==> src/rtl/kv_pkg.sv <==
// Shared types and bus address map for the scanning key-value store.
package kv_pkg;

    typedef enum logic [2:0] {
        OP_INSERT,
        OP_LOOKUP,
        OP_DELETE,
        OP_DIRECT,
        OP_ILLEGAL
    } op_e;

    typedef enum logic [1:0] {
        IDLE,
        SCAN,
        RESP
    } state_e;

    localparam int ADR_KEYED       = 0;
    localparam int ADR_DELETE      = 1;
    localparam int ADR_DIRECT_BASE = 2;

endpackage

==> src/rtl/kv_slot_array.sv <==
// Key/value/valid storage: one write port, one indexed combinational read port.
module kv_slot_array #(
    parameter int KEY_W = 8,
    parameter int VAL_W = 8,
    parameter int DEPTH = 16,
    parameter int SW    = 4
) (
    input  logic             sys_clk,
    input  logic             sys_rst_n,
    input  logic             wr_en,
    input  logic [SW-1:0]    wr_idx,
    input  logic [KEY_W-1:0] wr_key,
    input  logic [VAL_W-1:0] wr_val,
    input  logic             wr_valid,
    input  logic [SW-1:0]    rd_idx,
    output logic             rd_valid,
    output logic [KEY_W-1:0] rd_key,
    output logic [VAL_W-1:0] rd_val
);

    logic [DEPTH-1:0]            valid;
    logic [DEPTH-1:0][KEY_W-1:0] keys;
    logic [DEPTH-1:0][VAL_W-1:0] vals;

    always_ff @(posedge sys_clk) begin
        if (!sys_rst_n)
            valid <= '0;
        else if (wr_en)
            valid[wr_idx] <= wr_valid;
    end

    // Payload is meaningless while its valid bit is clear, so it carries no reset.
    always_ff @(posedge sys_clk) begin
        if (wr_en) begin
            keys[wr_idx] <= wr_key;
            vals[wr_idx] <= wr_val;
        end
    end

    assign rd_valid = valid[rd_idx];
    assign rd_key   = keys[rd_idx];
    assign rd_val   = vals[rd_idx];

endmodule

==> src/rtl/kv_store_scan.sv <==
// Key-value store on a pipelined Wishbone-style slave; keyed ops scan one slot per cycle.
module kv_store_scan
    import kv_pkg::*;
#(
    parameter int KEY_W = 8,
    parameter int VAL_W = 8,
    parameter int DEPTH = 16,
    parameter int ADR_W = 8
) (
    input  logic                       sys_clk,
    input  logic                       sys_rst_n,
    input  logic                       CYC_i,
    input  logic                       STB_i,
    input  logic                       WE_i,
    input  logic [ADR_W-1:0]           ADR_i,
    input  logic [KEY_W-1:0]           KEY_i,
    input  logic [VAL_W-1:0]           DAT_i,
    output logic                       STALL_o,
    output logic                       ACK_o,
    output logic                       ERR_o,
    output logic [VAL_W-1:0]           DAT_o,
    output logic [$clog2(DEPTH+1)-1:0] COUNT_o,
    output logic                       FULL_o
);

    localparam int SW = $clog2(DEPTH);
    localparam int CW = $clog2(DEPTH + 1);

    typedef struct packed {
        op_e              op;
        logic [KEY_W-1:0] key;
        logic [VAL_W-1:0] dat;
    } req_t;

    state_e           state, state_nx;
    req_t             req;
    op_e              op_dec;
    logic             accept;
    logic [SW-1:0]    adr_slot;
    logic [SW-1:0]    scan_idx;
    logic             free_found;
    logic [SW-1:0]    free_idx;
    logic             free_now;
    logic [SW-1:0]    free_idx_now;
    logic             hit, last;
    logic [CW-1:0]    count, count_nx;
    logic             resp_go, resp_ack;
    logic [VAL_W-1:0] resp_dat;

    logic             rd_valid;
    logic [SW-1:0]    rd_idx;
    logic [KEY_W-1:0] rd_key;
    logic [VAL_W-1:0] rd_val;
    logic             wr_en, wr_valid;
    logic [SW-1:0]    wr_idx;
    logic [KEY_W-1:0] wr_key;
    logic [VAL_W-1:0] wr_val;

    kv_slot_array #(.KEY_W(KEY_W), .VAL_W(VAL_W), .DEPTH(DEPTH), .SW(SW)) u_slots (
        .sys_clk   (sys_clk),
        .sys_rst_n (sys_rst_n),
        .wr_en     (wr_en),
        .wr_idx    (wr_idx),
        .wr_key    (wr_key),
        .wr_val    (wr_val),
        .wr_valid  (wr_valid),
        .rd_idx    (rd_idx),
        .rd_valid  (rd_valid),
        .rd_key    (rd_key),
        .rd_val    (rd_val)
    );

    always_comb begin
        adr_slot = SW'(ADR_i - ADR_W'(ADR_DIRECT_BASE));
        op_dec   = OP_ILLEGAL;
        if (ADR_i == ADR_W'(ADR_KEYED))
            op_dec = WE_i ? OP_INSERT : OP_LOOKUP;
        else if (ADR_i == ADR_W'(ADR_DELETE))
            op_dec = WE_i ? OP_DELETE : OP_ILLEGAL;
        else if (ADR_i <= ADR_W'(DEPTH + 1))
            op_dec = OP_DIRECT;
    end

    assign accept  = (state == IDLE) && CYC_i && STB_i;
    assign STALL_o = (state != IDLE);
    assign COUNT_o = count;
    assign FULL_o  = (count == CW'(DEPTH));

    // The read port serves the direct slot while idle and the scan slot otherwise.
    assign rd_idx       = (state == IDLE) ? adr_slot : scan_idx;
    assign hit          = rd_valid && (rd_key == req.key);
    assign last         = (scan_idx == SW'(DEPTH - 1));
    assign free_now     = free_found || !rd_valid;
    assign free_idx_now = free_found ? free_idx : scan_idx;

    always_ff @(posedge sys_clk) begin
        if (!sys_rst_n)
            state <= IDLE;
        else
            state <= state_nx;
    end

    always_comb begin
        state_nx = state;
        resp_go  = 1'b0;
        resp_ack = 1'b0;
        resp_dat = '0;
        count_nx = count;
        wr_en    = 1'b0;
        wr_idx   = rd_idx;
        wr_key   = rd_key;
        wr_val   = rd_val;
        wr_valid = rd_valid;
        unique case (state)
            IDLE: if (accept) begin
                if (op_dec == OP_DIRECT) begin
                    state_nx = RESP;
                    resp_go  = 1'b1;
                    if (rd_valid) begin
                        resp_ack = 1'b1;
                        resp_dat = WE_i ? DAT_i : rd_val;
                        wr_en    = WE_i;
                        wr_val   = DAT_i;
                    end
                end else if (op_dec == OP_ILLEGAL) begin
                    state_nx = RESP;
                    resp_go  = 1'b1;
                end else begin
                    state_nx = SCAN;
                end
            end
            SCAN: if (!CYC_i) begin
                state_nx = IDLE;
            end else if (hit || last) begin
                state_nx = RESP;
                resp_go  = 1'b1;
                case (req.op)
                    OP_INSERT: if (hit) begin
                        resp_ack = 1'b1;
                        resp_dat = VAL_W'(scan_idx);
                        wr_en    = 1'b1;
                        wr_val   = req.dat;
                    end else if (free_now) begin
                        resp_ack = 1'b1;
                        resp_dat = VAL_W'(free_idx_now);
                        wr_en    = 1'b1;
                        wr_idx   = free_idx_now;
                        wr_key   = req.key;
                        wr_val   = req.dat;
                        wr_valid = 1'b1;
                        count_nx = count + CW'(1);
                    end
                    OP_LOOKUP: if (hit) begin
                        resp_ack = 1'b1;
                        resp_dat = rd_val;
                    end
                    OP_DELETE: if (hit) begin
                        resp_ack = 1'b1;
                        resp_dat = VAL_W'(scan_idx);
                        wr_en    = 1'b1;
                        wr_valid = 1'b0;
                        count_nx = count - CW'(1);
                    end
                    default: ;
                endcase
            end
            RESP:    state_nx = IDLE;
            default: state_nx = IDLE;
        endcase
    end

    always_ff @(posedge sys_clk) begin
        if (!sys_rst_n) begin
            ACK_o      <= 1'b0;
            ERR_o      <= 1'b0;
            DAT_o      <= '0;
            count      <= '0;
            scan_idx   <= '0;
            free_found <= 1'b0;
            free_idx   <= '0;
        end else begin
            ACK_o <= resp_go && resp_ack;
            ERR_o <= resp_go && !resp_ack;
            count <= count_nx;
            if (resp_go)
                DAT_o <= resp_dat;
            if (accept) begin
                scan_idx   <= '0;
                free_found <= 1'b0;
            end else if (state == SCAN) begin
                scan_idx <= scan_idx + SW'(1);
                if (!free_found && !rd_valid) begin
                    free_found <= 1'b1;
                    free_idx   <= scan_idx;
                end
            end
        end
    end

    always_ff @(posedge sys_clk) begin
        if (accept)
            req <= '{op: op_dec, key: KEY_i, dat: DAT_i};
    end

endmodule

==> config.mk <==
export PLATFORM = sky130hd
export DESIGN_NAME = kv_store_scan
export DESIGN_NICKNAME = d
export VERILOG_FILES = /design/src/rtl/kv_pkg.sv /design/src/rtl/kv_slot_array.sv /design/src/rtl/kv_store_scan.sv
export SDC_FILE = /design/constraint.sdc
export NUM_CORES = 1
export LEC_CHECK = 0
export CORE_MARGIN = 2
export CORE_UTILIZATION = 60
export DETAILED_ROUTE_END_ITERATION = 10
export PLACE_DENSITY_LB_ADDON = 0.12
export SYNTH_ARGS = -nofsm -noshare
export SYNTH_HDL_FRONTEND = slang
export SYNTH_SLANG_ARGS = --single-unit
==> constraint.sdc <==
create_clock -name sys_clk -period 8 [get_ports sys_clk]
set_clock_uncertainty 0.05 [all_clocks]
set_input_delay 1.6 -clock sys_clk [delete_from_list [all_inputs] [get_ports sys_clk]]
set_output_delay 1.6 -clock sys_clk [all_outputs]
set_load 0.03 [all_outputs]
After elaboration in Yosys (flattened, before gate mapping)
Cells that the tools add are included.
- output and inout port bits: 17
- bits in registers: 317
- logic and storage cells: 184
- mux-type cells: 93
- reduce and logical (&&, ||, !) cells: 23
- bitwise operators: 2
- order comparisons: 4
- add/sub/neg operators: 4
- equality and inequality tests: 14
- operators by type and width (kind ; count):
    $bwmux W128 ; 2
    $mux W8 ; 24
    $bmux W8 S4 ; 2
    $mux W4 ; 11
    $demux W8 S4 ; 1
    $pmux W8 S2 ; 2
    $mux W1 ; 27
    $pmux W8 S3 ; 1
    $bwmux W16 ; 1
    $mux W5 ; 3
    $mux W3 ; 4
    $pmux W1 S2 ; 6
    $lt A4 B5 Y1 const B ; 2
    $mux W2 ; 5
    $pmux W5 S2 ; 1
    $eq A8 B1 Y1 const B ; 1
    $eq A8 B8 Y1 ; 1
    $le A8 B5 Y1 const B ; 1
    $logic_not A8 Y1 ; 1
    $ne A2 B2 Y1 const B ; 4
    $logic_and A1 B1 Y1 ; 7
    $reduce_and A7 Y1 ; 1
    $eq A3 B2 Y1 const B ; 2
    $add A5 B1 Y5 const B ; 1
    other kinds (22) ; 29

Depth between registers and ports, before layout
Gate-level depths: netlist (run 1).
- depth in word-level cells: 17
- mapped depth: 20

Modules after synthesis
From an unflattened synthesis (run 1), not the netlist that was laid out.
- cell total of the unflattened synthesis: 824
- area total of the unflattened synthesis: 13451.7 µm²
- by module, submodules not included (module ; area an instance (µm²) ; cells each ; instances):
    kv_slot_array ; 10530.1 ; 504 ; 1
    kv_store_scan ; 2921.6 ; 320 ; 1

Worst setup path after synthesis (run 1)
Ideal clock, no wire load.
- path kind: input port to flip-flop
- start point: in ADR_i[1]
- end point: reg u_slots.keys[56] (netlist name), enable pin
- stages on the path: 18
- arrival: 5592 ps
- required time: 7557 ps
- setup slack: 1965 ps
- cell sequence: buf_4 inv_1 ha_1 or3b_1 and2_1 clkbuf_1 buf_2 a2111oi_0 a311oi_1 a211o_1 xor2_1 nor2_1 nand4b_2 buf_6 nand2_1 buf_2 o2bb2ai_1 nor2b_1
- cells in the longest elaborated chain, start to end: 12
- elaborated cells on any way between the ends: 28
- those cells by class: add/sub: 1; order compare: 1; eq/ne: 3; mux: 18; reduce/logical: 5
- RTL lines (element ; line ; RTL):
    start, declared ; kv_store_scan.sv:15 ; input logic [ADR_W-1:0] ADR_i,
    parallel branches: the longest is 11 deep, another holds $sub A4 B2 Y4 ; - ;
    $pmux W1 S2 (*) ; kv_store_scan.sv:114 ; unique case (state)
    end signal, assigned by index ; kv_slot_array.sv:35 ; keys[wr_idx] <= wr_key;
    end, declared ; kv_slot_array.sv:22 ; logic [DEPTH-1:0][KEY_W-1:0] keys;
Every way passes the cells marked *. The select of a mux whose other input is x is not followed.
A chain may end at the register's enable or synchronous reset.

Final worst setup path (run 1)
- start point: in ADR_i[1]
- end point: reg u_slots.vals[89] (netlist name), enable pin
- cells in the longest elaborated chain, start to end: 12
- elaborated cells on any way between the ends: 28
- those cells by class: add/sub: 1; order compare: 1; eq/ne: 3; mux: 18; reduce/logical: 5
- RTL lines (element ; line ; RTL):
    parallel branches: the longest is 11 deep, another holds $sub A4 B2 Y4 ; - ;
    $pmux W1 S2 (*) ; kv_store_scan.sv:114 ;
    end signal, assigned by index ; kv_slot_array.sv:36 ; vals[wr_idx] <= wr_val;
    end, declared ; kv_slot_array.sv:23 ; logic [DEPTH-1:0][VAL_W-1:0] vals;
Marked as above.

==> impl_metrics.csv, run 1 <==
group,metric,value,unit
status,status,"completed",
grt,grt_pass1_vias,9666,
routing,drc,0,
critical_path,crit_family,"compound AO/OA/AOI/OAI gates",
grt,antenna_found_initial,0,
routing,wl_met3,3390,um
cells_and_area,areaGrowthSynthToFinish,13.8,%
sta,slew_headroom,16.1,%
floorplan,initial_core_util,60.8,%
sta,post-route-min-period,6750,ps
worst_hold_path,hold_class,"register to register",
power_and_ir_drop,ir_drop,0.211,mV
yosys,synthTopCellsByArea,"edfxtp_1 (58%), nand2_1 (6.9%), dfxtp_1 (5.9%)",
routing,wl,37500,um
critical_path,crit_arrival,6830,ps
routing,via_count,10270,
critical_path,path_cells,"clkdlybuf4s50_1 -> inv_1 -> ha_1 -> or3b_1 -> and2_1 -> a211oi_1 -> a311oi_1 -> a211o_1 -> a21o_1 -> a2111oi_4 -> nand4b_2 -> buf_4 -> o211a_1 -> o31ai_1 -> nand3_1 -> inv_1",
power_and_ir_drop,p_leak,0.00569,uW
routing,avgRoutedWirePerCell,23.2,um
cts,cts_root_buffer,"clkbuf_16",
cells_and_area,diodes,0,
yosys,yosysSeqAreaShare,64.2,%
critical_path,worst_setup_path_start_kind,"input port",
cts,cts_buffers,34,
floorplan,die_area,24900,sq um
power_and_ir_drop,p_total,4070,uW
yosys,synth_ff_type,"edfxtp_1",
yosys,post-synth-top-count-cell,"edfxtp_1",
critical_path,required,8080,ps
yosys,yosys_register_bits,317,
sta,setup_viol,0,
cts,clkSinkCount,317,
cells_and_area,drive_gt1_share,9.98,%
cts,cts_tree,"yes",
sta,worst_pin_slew,1250,ps
cts,cts.htree.levels,2,
cells_and_area,nets,1308,
routing,top_layer,"met4",
yosys,syn_inst,1224,
job,drv_cap,0,
cts,path_clk_slew,60,ps
critical_path,critical_path.max_stage_delay,570,ps
yosys,syn_nets,1259,
sta,period_share,84.3,%
floorplan,row_count,56,
place,gp_congestion,0.955,
power_and_ir_drop,powerDensity,252,nW/um^2
yosys,async_flop_share,0,%
critical_path,cpMostUsedCell,"inv_1",
routing,vias_per_cell,6.37,
yosys,netlist_top_cells_count,"edfxtp_1 (275), nand2_1 (260), nand3_1 (93), nor2_1 (72), clkbuf_1 (45)",
grt,gr-total-overflow,0,
floorplan,core,23300,sq um
routing,wl_met2,17400,um
critical_path,crit_fanout,25,
grt,grt_pass1_wl,56100,um
yosys,yosys.area.top_type,"edfxtp_1",
yosys,synth-edff-count,275,
critical_path,path_class,"input port to register",
cts,holdBufCountCts,0,
cts,clockBufferDepth,3,
cts,worstSkewPairLatency,520,ps
routing,ant_nets,0,
sta,grt_setup_unrepaired,"no",
routing,drt_pass1_iterations,6,
cts,cts-resized-gates,0,
critical_path,end_kind,"register",
critical_path,crit_buf_inv,4,
sta,drv_slew,0,
yosys,yosysWarningCount,0,
grt,track_usage,30.4,%
place,port-buffer-count,45,
yosys,syn_area,14200,sq um
floorplan,fp.dieH,158,um
sta,clock.fmax,0.148,GHz
sta,final_hold_viol_count,0,
yosys,avgSynthCellArea,11.6,sq um
grt,grt_max_degree,61,
floorplan,ios,46,
place,dpl.hpwl,24100,um
routing,wl_met1,15500,um
yosys,synth_top_area_share,58.2,%
floorplan,dieWidth,158,um
routing,drt_iter0_markers,1208,
yosys,synth.distinct_cells,72,
cts,cts_setup_buffers,0,
sta,finalSetupTns,0,ps
critical_path,cp_slowest_cell,"inv_1",
## path summary, 6_finish.rpt
kind / endpoint / depth (start not counted) / slack [ps] / startpoint
max: u_slots.vals[89]$_DFFE_PP_ / 16 / 1250 / ADR_i[1]
min: u_slots.valid[7]$_SDFFE_PN0P_ / 2 / 410 / u_slots.valid[7]$_SDFFE_PN0P_
max reg2reg: u_slots.keys[6]$_DFFE_PP_ / 12 / 2310 / state[0]$_SDFFE_PN0P_
min reg2reg: u_slots.valid[7]$_SDFFE_PN0P_ / 2 / 410 / u_slots.valid[7]$_SDFFE_PN0P_
## routing by layer
metal  global-route usage (%)  vias up
met2                     48.2      525
met4                     11.3        0
met5                        0        -
met1                     42.3     4998
li1                         -     4668
met3                     5.37       79
## area by class of cell
type / count / area [sq um]
timing repair buffer: 93 / 811
multi-input combinational: 801 / 4710
sequential: 317 / 9100
tap: 319 / 399
inverter: 26 / 97.6
clock inverter: 14 / 124
clock buffer: 42 / 902
fill: 1672 / 7190
## cell usage in the layout (no fill, tap or decap), drive strengths merged, types with 14 or more instances in the layout
| master | count |
|---|---|
| nand2 | 260 |
| mux2i | 34 |
| clkbuf | 42 |
| buf | 48 |
| nor2 | 72 |
| nand3 | 93 |
| inv | 26 |
| a311oi | 20 |
| edfxtp | 275 |
| dfxtp | 42 |
| a211oi | 21 |
| a31oi | 14 |
| nor3 | 14 |
| a21oi | 36 |
| and3 | 32 |
| o21ai | 35 |
| clkdlybuf4s50 | 45 |
## cells by family (layout without fill, tap and decap cells)
| group | count (synthesis) | count (layout) | synth area share, % |
|---|---|---|---|
| buffers and inverters | 106 | 175 | 3.19 |
| xor gates and xnor gates | 14 | 14 | 0.865 |
| muxes | 35 | 35 | 2.56 |
| AOI/OAI and AO/OA | 239 | 239 | 12.6 |
| and+or+nand+nor | 507 | 507 | 16.0 |
| adders and majority gates | 6 | 6 | 0.582 |
| DFF | 317 | 317 | 64.2 |
## flip-flops by register name, indices dropped and copies added (netlist names), 4 cells and up
signal and count:
scan_idx 4, free_idx 4, req 19, u_slots.keys 128
DAT_o 8, COUNT_o 5, u_slots.vals 128, u_slots.valid 16
## through the flow
stage / utilization (%) / hold slack [ps] / worst slack [ps] / std cells / cell area [sq um]
floorplan: - / 384 / 1970 / 1224 / 14200
global placement: 64.8 / 394 / 882 / 1556 / 15100
detailed placement: 64.8 / 398 / 799 / 1556 / 15100
CTS: 69.2 / 409 / 1310 / 1612 / 16100
global route: 69.2 / 430 / 889 / 1612 / 16100
finish: 69.2 / 408 / 1250 / 1612 / 16100
## worst reg2reg max path, cell delays in order (launching register included)
cell and delay (ps):
dfxtp_1 750, nor2_1 230, inv_1 390, o21a_1 930
buf_4 380, nor2_1 60, and3_1 180, nor4_1 460
a2111oi_4 130, nand4b_2 260, and2_1 460, nor2_1 80
nor2_1 960
## power by group
part	total [uW]	internal (uW)	leakage [uW]	switching (uW)
Clock	1470	862	0.000500	610
Sequential	1930	1920	0.00281	12.4
Combinational	669	193	0.00237	476
Total	4070	2980	0.00569	1100
No activity file was read; power rests on OpenSTA's default activity.
==> run 2: changes to the inputs <==
==> constraint.sdc (replaced) <==
create_clock -name sys_clk -period 6.4 [get_ports sys_clk]
set_clock_uncertainty 0.05 [all_clocks]
set_input_delay 1.28 -clock sys_clk [delete_from_list [all_inputs] [get_ports sys_clk]]
set_output_delay 1.28 -clock sys_clk [all_outputs]
set_load 0.03 [all_outputs]
==> impl_metrics.csv, run 2 (synthesized netlist as in run 1, its figures left out) <==
group,metric,value,unit
critical_path,required,6520,ps
cells_and_area,layout_commonest_cell,"edfxtp_1",
status,status,"completed",
cts,cts_buffers,31,
critical_path,critical_path.max_stage_delay,870,ps
sta,post-route-min-period,5970,ps
critical_path,r2r_start,"state[1]$_SDFFE_PN0P_",
routing,drt_iter0_markers,1097,
grt,track_usage,30.0,%
cells_and_area,areaGrowthSynthToFinish,16.6,%
floorplan,dieWidth,158,um
critical_path,worst_setup_path_start_kind,"input port",
grt,antenna_found_initial,0,
cells_and_area,drive_gt1_share,12.8,%
place,port-buffer-count,45,
cells_and_area,fin_util,70.9,%
sta,setup_viol,0,
cts,cts.htree.levels,1,
job,drv_cap,0,
cts,clkSinkCount,317,
cells_and_area,layout_common_cells,"edfxtp_1 (275), nand2_1 (258), nand3_1 (93)",
sta,period_share,93.2,%
routing,via_count,10345,
critical_path,crit_fanout,17,
cells_and_area,nets,1343,
sta,final_hold_viol_count,0,
critical_path,path_class,"input port to register",
cts,cts_tree,"yes",
critical_path,worstRegToRegCells,13,
place,gp_congestion,0.951,
floorplan,initial_core_util,60.8,%
routing,drt_pass1_iterations,5,
cts,holdBufCountCts,0,
floorplan,row_count,56,
grt,gr-total-overflow,0,
critical_path,reg2reg_slack,1040,ps
floorplan,ios,46,
sta,drv_slew,0,
cts,cts_setup_buffers,0,
floorplan,core,23300,sq um
cts,cts_root_buffer,"clkbuf_16",
cts,cts-resized-gates,0,
sta,timing.hold.ws,409,ps
routing,vias_per_cell,6.26,
cells_and_area,top_regs,"u_slots.keys: 128 flops, u_slots.vals: 128 flops, req: 19 flops",
sta,clock.fmax,0.168,GHz
sta,grt_setup_unrepaired,"no",
cts,clockBufferDepth,3,
power_and_ir_drop,ir_drop,0.266,mV
floorplan,die_area,24900,sq um
critical_path,path_cells,"clkdlybuf4s50_1 -> inv_1 -> ha_1 -> or3b_1 -> and2_1 -> buf_4 -> a2111oi_0 -> a311oi_1 -> a211o_1 -> xor2_1 -> nor2_1 -> buf_4 -> nand3_1 -> a221oi_2 -> nor2_1 -> buf_12 -> nor3_4",
critical_path,cp_slowest_cell,"nor3_4",
routing,drc,0,
place,dpl.hpwl,23900,um
routing,wl,36900,um
sta,slew_headroom,19.2,%
worst_hold_path,hold_class,"register to register",
critical_path,crit_arrival,6090,ps
power_and_ir_drop,p_leak,0.00589,uW
routing,ant_nets,0,
grt,grt_pass1_vias,9815,
routing,avgRoutedWirePerCell,22.3,um
cts,path_clk_slew,60,ps
grt,grt_max_degree,65,
floorplan,fp.dieH,158,um
critical_path,end_kind,"register",
grt,grt_pass1_wl,56000,um
cts,worstSkewPairLatency,570,ps
critical_path,crit_path_end,"u_slots.keys[75]$_DFFE_PP_",
sta,worst_pin_slew,1210,ps
critical_path,critPathLaunch,"ADR_i[1]",
critical_path,r2r-end,"u_slots.keys[75]$_DFFE_PP_",
cells_and_area,diodes,0,
power_and_ir_drop,powerDensity,311,nW/um^2
run 2: cell types whose count changed in the layout (fill, tap and decap cells not counted), sizes merged:
cell and change:
inv +1, clkinvlp +4, clkinv +4, bufinv +3
clkbuf -10, buf +38
run 2: how the worst min path moves through the flow:
stage | startpoint | end | slack, ps | depth (start not counted)
after floorplan | u_slots.valid[10]$_SDFFE_PN0P_ | u_slots.valid[10]$_SDFFE_PN0P_ | 380 | 2
after global placement | u_slots.valid[14]$_SDFFE_PN0P_ | u_slots.valid[14]$_SDFFE_PN0P_ | 390 | 2
after detailed placement | u_slots.valid[1]$_SDFFE_PN0P_ | u_slots.valid[1]$_SDFFE_PN0P_ | 400 | 2
after CTS | u_slots.valid[7]$_SDFFE_PN0P_ | u_slots.valid[7]$_SDFFE_PN0P_ | 410 | 2
after global routing | u_slots.valid[3]$_SDFFE_PN0P_ | u_slots.valid[3]$_SDFFE_PN0P_ | 430 | 2
final | u_slots.valid[7]$_SDFFE_PN0P_ | u_slots.valid[7]$_SDFFE_PN0P_ | 410 | 2
run 2: final cells by class:
class	count	area, sq um
flip-flops and latches	317	9100
fillers	1633	6800
multi-input cells	801	4710
repair buffers	131	1180
clock buffers	32	779
well taps	319	399
clock inverters	26	268
inverters	26	97.6
run 2: report_power, final:
group / internal, uW / leakage, uW / switching [uW]
logic: 282 / 0.00257 / 585
registers: 2400 / 0.00281 / 15.2
clock network: 1090 / 0.000498 / 778
total: 3770 / 0.00589 / 1380
run 2: metal layers:
metal  part of all wire (%)  track usage, %  vias to the layer above
met2                     48            48.0                      507
met3                    8.2            4.24                       84
met5                      0               0                        -
met1                     41            42.4                     5014
li1                       -               -                     4740
met4                    3.4            10.2                        0
run 2: stage by stage:
stage                     setup slack, ps  instances  cell area [sq um]  TNS [ps]  total power [uW]
after floorplan                       685       1224              14200         0              2980
after global placement              -18.5       1594              15500      -272              3300
after detailed placement            -58.9       1594              15500     -2260              3310
after CTS                             497       1652              16500         0              5160
after global routing                  209       1652              16500         0              5310
final                                 434       1652              16500         0              5150
run 2: worst max-delay path: cells and delay by family:
family          cells  cell delay (ps)
buf+inv             5             1040
simple gates        6             2050
xor+xnor            1              150
compound gates      4             1240
fa+ha+maj           1              300
